==> src/rtl/sparse_dot_engine.sv <==
// rtl/sparse_dot_engine.sv - sparse dot-product engine with dequantised weight memory,
// zero-skipping and a saturating accumulator behind a two-stage beat pipeline.
module sparse_dot_engine #(
  parameter int DEPTH = 16,
  parameter int AW    = 4,
  parameter int DW    = 8,
  parameter int LW    = 8,
  parameter int ACC_W = 32
) (
  input  logic             clk,
  input  logic             rst,
  input  logic [3:0]       dq_scale,
  input  logic [3:0]       dq_offset,
  input  logic             mem_write_en,
  input  logic [AW-1:0]    mem_write_idx,
  input  logic [DW-1:0]    mem_write_val,
  input  logic             start,
  input  logic [AW-1:0]    base_addr,
  input  logic [LW-1:0]    length,
  input  logic             act_valid,
  input  logic [DW-1:0]    act_data,
  output logic             act_ready,
  output logic             busy,
  output logic             done,
  output logic [ACC_W-1:0] result_out,
  output logic [LW-1:0]    skip_count,
  output logic             overflow
);

  typedef enum logic [1:0] {IDLE, RUN, DRAIN} state_t;

  state_t           state_q, state_d;
  logic [DW-1:0]    mem_q [DEPTH];
  logic [DW-1:0]    mem_d [DEPTH];
  logic [AW-1:0]    base_q, base_d;
  logic [LW-1:0]    len_q, len_d;
  logic [LW-1:0]    idx_q, idx_d;
  logic [LW-1:0]    skip_q, skip_d;
  logic             s1_valid_q, s1_valid_d;
  logic [DW-1:0]    s1_w_q, s1_w_d;
  logic [DW-1:0]    s1_act_q, s1_act_d;
  logic [ACC_W-1:0] acc_q, acc_d;
  logic             ovf_q, ovf_d;
  logic             done_q, done_d;

  logic             accept;
  logic [AW-1:0]    rd_addr;
  logic [DW-1:0]    w_sub;
  logic [DW+3:0]    dq;
  logic [2*DW+3:0]  prod;
  logic [ACC_W:0]   sum;
  logic             skip_beat;

  // Stage-2 datapath works on the raw weight captured in stage 1.
  assign accept    = (state_q == RUN) && act_valid;
  assign rd_addr   = base_q + idx_q[AW-1:0];
  assign w_sub     = (s1_w_q >= DW'(dq_offset)) ? (s1_w_q - DW'(dq_offset)) : '0;
  assign dq        = (DW+4)'(w_sub) * (DW+4)'(dq_scale);
  assign prod      = (2*DW+4)'(dq) * (2*DW+4)'(s1_act_q);
  assign sum       = {1'b0, acc_q} + (ACC_W+1)'(prod);
  assign skip_beat = (dq == '0) || (s1_act_q == '0);

  always_comb begin
    state_d    = state_q;
    mem_d      = mem_q;
    base_d     = base_q;
    len_d      = len_q;
    idx_d      = idx_q;
    skip_d     = skip_q;
    s1_valid_d = accept;
    s1_w_d     = s1_w_q;
    s1_act_d   = s1_act_q;
    acc_d      = acc_q;
    ovf_d      = ovf_q;
    done_d     = 1'b0;

    if (mem_write_en) mem_d[mem_write_idx] = mem_write_val;

    if (s1_valid_q) begin
      if (skip_beat) begin
        skip_d = skip_q + LW'(1);
      end else if (sum[ACC_W]) begin
        acc_d = '1;
        ovf_d = 1'b1;
      end else begin
        acc_d = sum[ACC_W-1:0];
      end
    end

    unique case (state_q)
      IDLE: begin
        if (start) begin
          base_d  = base_addr;
          len_d   = length;
          idx_d   = '0;
          acc_d   = '0;
          skip_d  = '0;
          ovf_d   = 1'b0;
          state_d = (length == '0) ? DRAIN : RUN;
        end
      end
      RUN: begin
        if (accept) begin
          // mem_q is read before this edge's write lands, so same-address reads see old data.
          s1_w_d   = mem_q[rd_addr];
          s1_act_d = act_data;
          idx_d    = idx_q + LW'(1);
          if (idx_q == len_q - LW'(1)) state_d = DRAIN;
        end
      end
      DRAIN: begin
        done_d  = 1'b1;
        state_d = IDLE;
      end
      default: state_d = IDLE;
    endcase
  end

  always_ff @(posedge clk or posedge rst) begin
    if (rst) begin
      state_q    <= IDLE;
      for (int i = 0; i < DEPTH; i++) mem_q[i] <= '0;
      base_q     <= '0;
      len_q      <= '0;
      idx_q      <= '0;
      skip_q     <= '0;
      s1_valid_q <= 1'b0;
      s1_w_q     <= '0;
      s1_act_q   <= '0;
      acc_q      <= '0;
      ovf_q      <= 1'b0;
      done_q     <= 1'b0;
    end else begin
      state_q    <= state_d;
      mem_q      <= mem_d;
      base_q     <= base_d;
      len_q      <= len_d;
      idx_q      <= idx_d;
      skip_q     <= skip_d;
      s1_valid_q <= s1_valid_d;
      s1_w_q     <= s1_w_d;
      s1_act_q   <= s1_act_d;
      acc_q      <= acc_d;
      ovf_q      <= ovf_d;
      done_q     <= done_d;
    end
  end

  assign act_ready  = (state_q == RUN);
  assign busy       = (state_q != IDLE);
  assign done       = done_q;
  assign result_out = acc_q;
  assign skip_count = skip_q;
  assign overflow   = ovf_q;

endmodule

==> config.mk <==
export PLATFORM = sky130hd
export DESIGN_NAME = sparse_dot_engine
export DESIGN_NICKNAME = d
export VERILOG_FILES = /design/src/rtl/sparse_dot_engine.sv
export SDC_FILE = /design/constraint.sdc
export NUM_CORES = 1
export LEC_CHECK = 0
export BUFFER_PORTS_ARGS = -buffer_cell sky130_fd_sc_hd__buf_2
export CORE_ASPECT_RATIO = 1.25
export CORE_MARGIN = 2
export CORE_UTILIZATION = 35
export DETAILED_ROUTE_END_ITERATION = 16
export GPL_ROUTABILITY_DRIVEN = 0
export HOLD_SLACK_MARGIN = 0.06
export PLACE_DENSITY = 0.53
export RECOVER_POWER = 25
export SLEW_MARGIN = 20
export SYNTH_ARGS = -nofsm -noshare
export SYNTH_HDL_FRONTEND = slang
export SYNTH_SLANG_ARGS = --single-unit
==> constraint.sdc <==
create_clock -name clk -period 17.65 [get_ports clk]
set_input_delay 2.6475 -clock clk [delete_from_list [all_inputs] [get_ports clk]]
set_output_delay 2.6475 -clock clk [all_outputs]
set_load 0.01 [all_outputs]
### After elaboration in Yosys (flattened, before gate mapping)

Index checks and enable logic that the tools add are counted.

* register bits: 209
* input bits: 45
* output and inout bits: 44
* word-level logic and storage cells: 90

* $add $sub $neg: 6
* multipliers: 2
* order comparisons: 4
* equality and inequality tests: 6
* muxes and demuxes: 30
* bitwise gates (word level): 2
* reduce and logical (&&, ||, !) cells: 13

Operators by type and width (count)
* two-way mux 32 bit: 5
* bitwise mux 128 bit: 1
* two-way mux 8 bit: 10
* adder 32 x 20 -> 33 bit: 1
* binary-select mux 8 bit (select 4 bit): 1
* demux 8 bit (select 4 bit): 1
* multiplier 12 x 8 -> 20 bit: 1
* adder 8 x 1 -> 8 bit (second input constant): 2
* logical NOT 8 bit: 2
* one-hot mux 8 bit (2 select lines): 1
* logical NOT 12 bit: 1
* multiplier 8 x 4 -> 12 bit: 1
* >= comparator 5 bit (second input constant): 2
* inverter 4 -> 5 bit: 2
* == test 8 bit: 1
* >= comparator 8 x 4 -> 1 bit: 1
* two-way mux 2 bit: 4
* subtractor 8 x 1 -> 8 bit (second input constant): 1
* subtractor 8 x 4 -> 8 bit: 1
* two-way mux 1 bit: 6
* AND reduction 3 bit: 2
* < comparator 5 x 1 -> 1 bit (second input constant): 1
* adder 4 bit: 1
* != test 2 x 1 -> 1 bit (second input constant): 2
* 9 further kinds: 12

### Depth between registers and ports, before layout

Gate-level depths: netlist of the first run.

* word-level depth: 10
* gate-level depth with buffers: 37
* gate-level depth less buffers: 37

### Worst setup path after synthesis of the first run

OpenSTA, ideal clock, no wires.

* path kind: input to register
* from: input port dq_offset[1]
* to: register acc_q[23] (netlist: result_out[23])
* arrival: 10.632 ns
* required time: 17.556 ns
* slack: 6.924 ns
* stages on the path: 32
* path buffers: 0
* path through: inv_1 -> ha_1 -> a21o_1 -> a21o_1 -> a211o_1 -> or3_1 -> xor2_1 -> nor2_1 -> and2_1 -> fa_1 -> ha_1 -> ha_1 -> or3_1 -> o31ai_1 -> xnor2_1 -> nand2_1 -> fa_1 -> inv_1 -> fa_1 -> fa_1 -> inv_1 -> fa_1 -> inv_1 -> ha_1 -> a21o_1 -> a21oi_1 -> a2bb2oi_1 -> nand2_1 -> a221oi_1 -> inv_1 -> and4_1 -> a211oi_1

* longest elaborated chain between the ends: 10
* elaborated cells on any way between the ends: 13
* classes of those cells: add/sub (2); mul (2); order compare (1); mux (6); reduce/logical (2)

Ends and longest elaborated chain
* start, declared: line 13 `input logic [3:0] dq_offset,`
* subtractor 8 x 4 -> 8 bit or >= comparator 8 x 4 -> 1 bit (tied branches): line 57 `assign w_sub = (s1_w_q >= DW'(dq_offset)) ? (s1_w_q - DW'(dq_offset)) : '0;`
* two-way mux 8 bit *: line 57
* multiplier 8 x 4 -> 12 bit *: line 58 `assign dq = (DW+4)'(w_sub) * (DW+4)'(dq_scale);`
* multiplier 12 x 8 -> 20 bit: line 59 `assign prod = (2*DW+4)'(dq) * (2*DW+4)'(s1_act_q);`
* adder 32 x 20 -> 33 bit: line 60 `assign sum = {1'b0, acc_q} + (ACC_W+1)'(prod);`
* two-way mux 32 bit: line 82 `end else if (sum[ACC_W]) begin`
* two-way mux 32 bit *: line 80 `if (skip_beat) begin`
* two-way mux 32 bit *: line 79 `if (s1_valid_q) begin`
* two-way mux 32 bit: line 92 `if (start) begin`
* two-way mux 32 bit *: line 90 `unique case (state_q)`
* net acc_d[23]: line 42 `logic [ACC_W-1:0] acc_q, acc_d;`
* end signal, assigned: line 130 `acc_q <= '0;`
* end signal, assigned: line 143 `acc_q <= acc_d;`
* end, declared: line 42

Mark *: on every way through the listed nets, which the timed path passes. The rest lies on a longest branch.
A chain may end at the register's enable or synchronous reset.

### Worst setup path in the final report of the first run

* from: input port dq_offset[0]
* to: register acc_q[25] (netlist: result_out[25])

Same word-level chain as after synthesis.

==> results of run 1 <==
[layout by cell type (no fill, tap or decap), types with 13 or more instances in the layout]
cell / Yosys / final
xnor2_1: 21 / 20
nand2_1: 149 / 149
xor2_1: 18 / 18
mux2_2: 137 / 137
mux4_2: 32 / 32
and2_1: 72 / 71
inv_1: 168 / 167
ha_1: 71 / 70
fa_1: 92 / 91
buf_2: 1 / 87
o21ai_0: 41 / 41
dfrtp_1: 209 / 209
nand3_1: 22 / 22
nor2b_1: 13 / 13
a311oi_1: 15 / 15
nor2_1: 69 / 69
clkbuf_16: 0 / 25
nand2b_1: 18 / 18
a21oi_1: 35 / 35
[state kept, by name, summed over array words and instances (netlist names)]
name and flops:
state_q 2, idx_q 8, mem_q 128, skip_count 8
result_out 32, s1_act_q 8, len_q 8, overflow 1
s1_w_q 8, s1_valid_q 1, base_q 4, done 1
[logic make-up after synthesis]
| family | Yosys count |
|---|---|
| XOR/XNOR | 39 |
| AND/OR/NAND/NOR | 400 |
| adder cells (fa/ha/maj) | 163 |
| buffers and inverters | 223 |
| AO/OA/AOI/OAI | 184 |
| multiplexers | 180 |
| flip-flops | 209 |
[metal layers]
layer,global-route usage (%),vias up
li1,-,4894
met1,19.8,5203
met2,30.2,135
met3,2.33,45
met4,4.59,0
met5,0,-
[cell type report]
| cell class | count | area, sq um | share of cell area, % |
|---|---|---|---|
| multi-input combinational | 966 | 8630 | 52.2 |
| sequential | 209 | 5230 | 31.6 |
| clock buffer | 33 | 716 | 4.33 |
| tap | 552 | 691 | 4.18 |
| inverter | 168 | 632 | 3.82 |
| timing repair buffer | 96 | 495 | 3.00 |
| clock inverter | 10 | 134 | 0.810 |
[stage by stage]
step	cell area, sq um	hold WS (ps)	setup WS [ps]	instances	util, %
floorplan	14700	431	6920	1398	-
global placement	15700	457	5730	1990	38.0
detailed placement	15700	456	5520	1990	38.0
CTS	16500	466	6000	2033	40.1
global route	16500	492	5360	2034	40.1
finish	16500	458	6090	2034	40.1
[worst paths after layout]
path,start,endpoint,slack [ps],cells past startpoint
max,dq_offset[0],result_out[25],6090,33
min,state_q[1],state_q[1],460,1
max reg2reg,s1_w_q[0],result_out[25],7700,33
max in group asynchronous,rst,len_q[5],9300,4
min in group asynchronous,rst,mem_q[28],2520,2
min reg2reg,state_q[1],state_q[1],460,1
==> impl_metrics.tcl, run 1 <==
set metrics [dict create \
    status "complete, but fails checks" \
    violations "max-capacitance violations, max-slew violations" \
    synth.avg_cell_area_sq_um 10.5 \
    wl_met3_mm 1.32 \
    cts_buffers 24 \
    htreeDepth 1 \
    synth_xor_area_share_pct 2.32 \
    max_cap_viol_count 2 \
    synth_commonest_cells "dfrtp_1, inv_1, nand2_1" \
    yosys.area_share.simple_pct 13.3 \
    clk_root_buffer_cell "clkbuf_16" \
    met2_length_mm 18.1 \
    synthMostInstantiatedCell "dfrtp_1" \
    drtIter0Drc 461 \
    cp-end-kind "flop" \
    muxShareOfSynthArea_pct 16.2 \
    cts_hold_buf 0 \
    synthTopCellsByArea "dfrtp_1, fa_1, mux2_2, ha_1, mux4_2" \
    nFillCells 4081 \
    yosysTopAreaCellShare_pct 35.6 \
    rows 83 \
    drc 0 \
    required_ps 18070 \
    cts_buffer_depth 3 \
    synthCells 1398 \
    yosys_warnings 0 \
    routed_via_density 5.05 \
    die-height_microns 233 \
    crit_path_frequent_cell "fa_1" \
    vias 10277 \
    wire_per_inst_microns 17.1 \
    hold_violations 0 \
    grt_max_degree 140 \
    route.layer.met1.wl_mm 14.5 \
    overflow 0 \
    cp_top_family "adder cells" \
    slew_headroom_pct -256 \
    min_period_over_period_pct 65.5 \
    synthArstFlopShare_pct 100 \
    area_delta_synth_final_pct 12.5 \
    max_stage_delay_ps 640 \
    postCtsSetupRepairBufs 0 \
    period_minus_slack_ps 11560 \
    highest_layer "met4" \
    finalClockSkew_ps 16.0 \
    firstDrtPassIters 5 \
    drive_above_1_share_pct 21.3 \
    crit_path_top_delay_cell "o21ai_0" \
    grt_pass1_wl_mm 57.3 \
    clock_latency_ps 530 \
    initial_core_util_pct 35.6 \
    syn-num-nets 1606 \
    die_x_microns 187 \
    worst_setup_path_start_kind "input pin" \
    synth-adder-area-share_pct 18.6 \
    fmax_ghz 0.0865 \
    ys_seq_elements 209 \
    dieArea_sq_um 43700 \
    hold_class "reg -> reg" \
    io_pins 89 \
    path_max_fanout 18 \
    worst_slew_pin_slew_ps 5340 \
    nets 1673 \
    numClockSinks 209 \
    antennaDiodeCount 0 \
    cts_tree "yes" \
    cp_num_buf_inv 6 \
    synth_compound_area_share_pct 8.31 \
    dp_hpwl_mm 25.1 \
    syn-cell-area_sq_um 14700 \
    drt-total-wl_mm 34.7 \
    synth-seq-area-share_pct 35.6 \
    rsz0062_at_grt "no" \
    grt_pass1_vias 10804 \
    tns_ps 0 \
    synth_top_family_by_area "adder cells" \
    antenna_found_initial 0 \
    setup_violations 0 \
    synth.distinct_cells 56 \
    cp.arrival_ps 11980 \
    ant_nets 0 \
    post_cts_resized 0 \
    ys.flop_type "dfrtp_1" \
    synth_edf_count 0 \
    grt_usage_pct 16.3 \
    io_buffer_count 88 \
    yosysTopAreaCell "dfrtp_1" \
    crit_type "in -> reg" \
    core-area_sq_um 41200 \
    clk_pin_slew_ps 60 \
    slew_violations 142 \
]
Power of run 1 is not shown: default switching activity piles up to over one toggle a cycle in this logic, so the estimate is an artifact.
==> run 2: changes to the inputs <==
Settings changed: PLACE_DENSITY 0.53 to 0.55.
Clock period 17.65 ns to 10.3 ns, I/O delays scaled along.
==> run 2 against run 1 <==
Compared with the run above:
- the run still ends with max-capacitance violations, max-slew violations left
- register-to-register slack got worse by 6500 ps
- final cell count up 0.39%
- sequential cell count stayed put
- global-route usage grew 0.083 points
- cell area is 0.40% higher
- sequential share of layout area fell by 0.13 points
- worst setup slack got worse by 5400 ps
- utilization rose by 0.16 points
- via count up 1.1%
- critical path depth is 1 higher
- highest routed layer unchanged
==> impl_metrics.tcl, run 2 (same netlist as run 1, synthesis figures left out) <==
set metrics [dict create \
    setup_violations 0 \
    firstDrtPassIters 5 \
    io_pins 89 \
    status "complete, but fails checks" \
    cp.arrival_ps 10030 \
    clock_latency_ps 540 \
    hold_class "reg -> reg" \
    overflow 0 \
    dp_hpwl_mm 25.2 \
    cts_buffers 25 \
    slew_headroom_pct -339 \
    required_ps 10750 \
    path_max_fanout 9 \
    antennaDiodeCount 0 \
    busiest_layer "met2" \
    rsz0062_at_grt "no" \
    grt_max_degree 148 \
    cp_top_family "adder cells" \
    wire_per_inst_microns 16.9 \
    cts_tree "yes" \
    grtUsageMet2_pct 31.7 \
    fin_util_pct 40.3 \
    largest_reg_flops 128 \
    stdcell_area_sq_um 16600 \
    drive_above_1_share_pct 21.7 \
    top_register "mem_q" \
    io_buffer_count 88 \
    cts_buffer_depth 3 \
    final_cell_mix "dfrtp_1, inv_1, nand2_1" \
    initial_core_util_pct 35.6 \
    htreeDepth 1 \
    dieArea_sq_um 43700 \
    routed_via_density 5.09 \
    post_dp_cell_area_sq_um 15700 \
    met3_usage_pct 2.07 \
    tns_ps 0 \
    period_minus_slack_ps 9580 \
    clk_pin_slew_ps 60 \
    crit_path_frequent_cell "fa_1" \
    clk_root_buffer_cell "clkbuf_16" \
    grt_use_met1_pct 19.3 \
    violations "max-capacitance violations, max-slew violations" \
    area_delta_synth_final_pct 12.9 \
    drtIter0Drc 481 \
    crit_path_top_delay_cell "xnor2_1" \
    numClockSinks 209 \
    die-height_microns 233 \
    max_cap_viol_count 1 \
    cp_num_buf_inv 7 \
    layout_commonest_cell "dfrtp_1" \
    core-area_sq_um 41200 \
    min_period_over_period_pct 93.0 \
    finalClockSkew_ps 14.3 \
    rows 83 \
    slew_violations 148 \
    grt_usage_pct 16.4 \
    worst_setup_path_start_kind "input pin" \
    cp-end-kind "flop" \
    crit_type "in -> reg" \
    vias 10393 \
    drt-total-wl_mm 34.5 \
    fmax_ghz 0.104 \
    hold_violations 0 \
    grt_pass1_wl_mm 57.8 \
    worst_slew_pin_slew_ps 6560 \
    nets 1680 \
    dp.cells 1997 \
    grt_pass1_vias 11077 \
    fin_cells 2042 \
    ant_nets 0 \
    postCtsSetupRepairBufs 0 \
    die_x_microns 187 \
    max_stage_delay_ps 590 \
    drc 0 \
    antenna_found_initial 1 \
]
[run 2: final timing paths]
| kind | start | to | slack (ps) | cells past startpoint |
|---|---|---|---|---|
| worst min-delay path | state_q[1] | state_q[1] | 470 | 1 |
| max in group asynchronous | rst | s1_act_q[5] | 4310 | 2 |
| worst max register to register | s1_w_q[0] | result_out[23] | 1250 | 34 |
| min in group asynchronous | rst | mem_q[99] | 3040 | 2 |
| worst max-delay path | dq_offset[0] | result_out[23] | 720 | 34 |
| worst min register to register | state_q[1] | state_q[1] | 470 | 1 |
[run 2: metrics by stage]
step           worst slack, ps  hold slack, ps
6_report                   721             470
4_1_cts                    732             477
5_1_grt                   87.3             491
2_1_floorplan              677             431
3_5_place_dp               164             467
3_3_place_gp               209             463
[run 2: what timing repair did]
item | in CTS | in global routing
hold buffers | 0 | 0
endpoints found under the setup margin | 0 | 1
resized for setup | 0 | 1
[run 2: final cells by class]
type | count | area, sq um
inverter | 168 | 632
clock buffer | 37 | 741
fill | 4074 | 24600
tap | 552 | 691
clock inverter | 8 | 118
sequential | 209 | 5230
timing repair buffer | 102 | 546
multi-input combinational | 966 | 8640
[run 2: routing by layer]
layer | wire (microns) | share of wire (%)
met5 | 0 | 0
met4 | 699 | 2.0
met3 | 964 | 2.8
met2 | 18600 | 54
met1 | 14300 | 41
Power of run 2 is left out for the same reason.
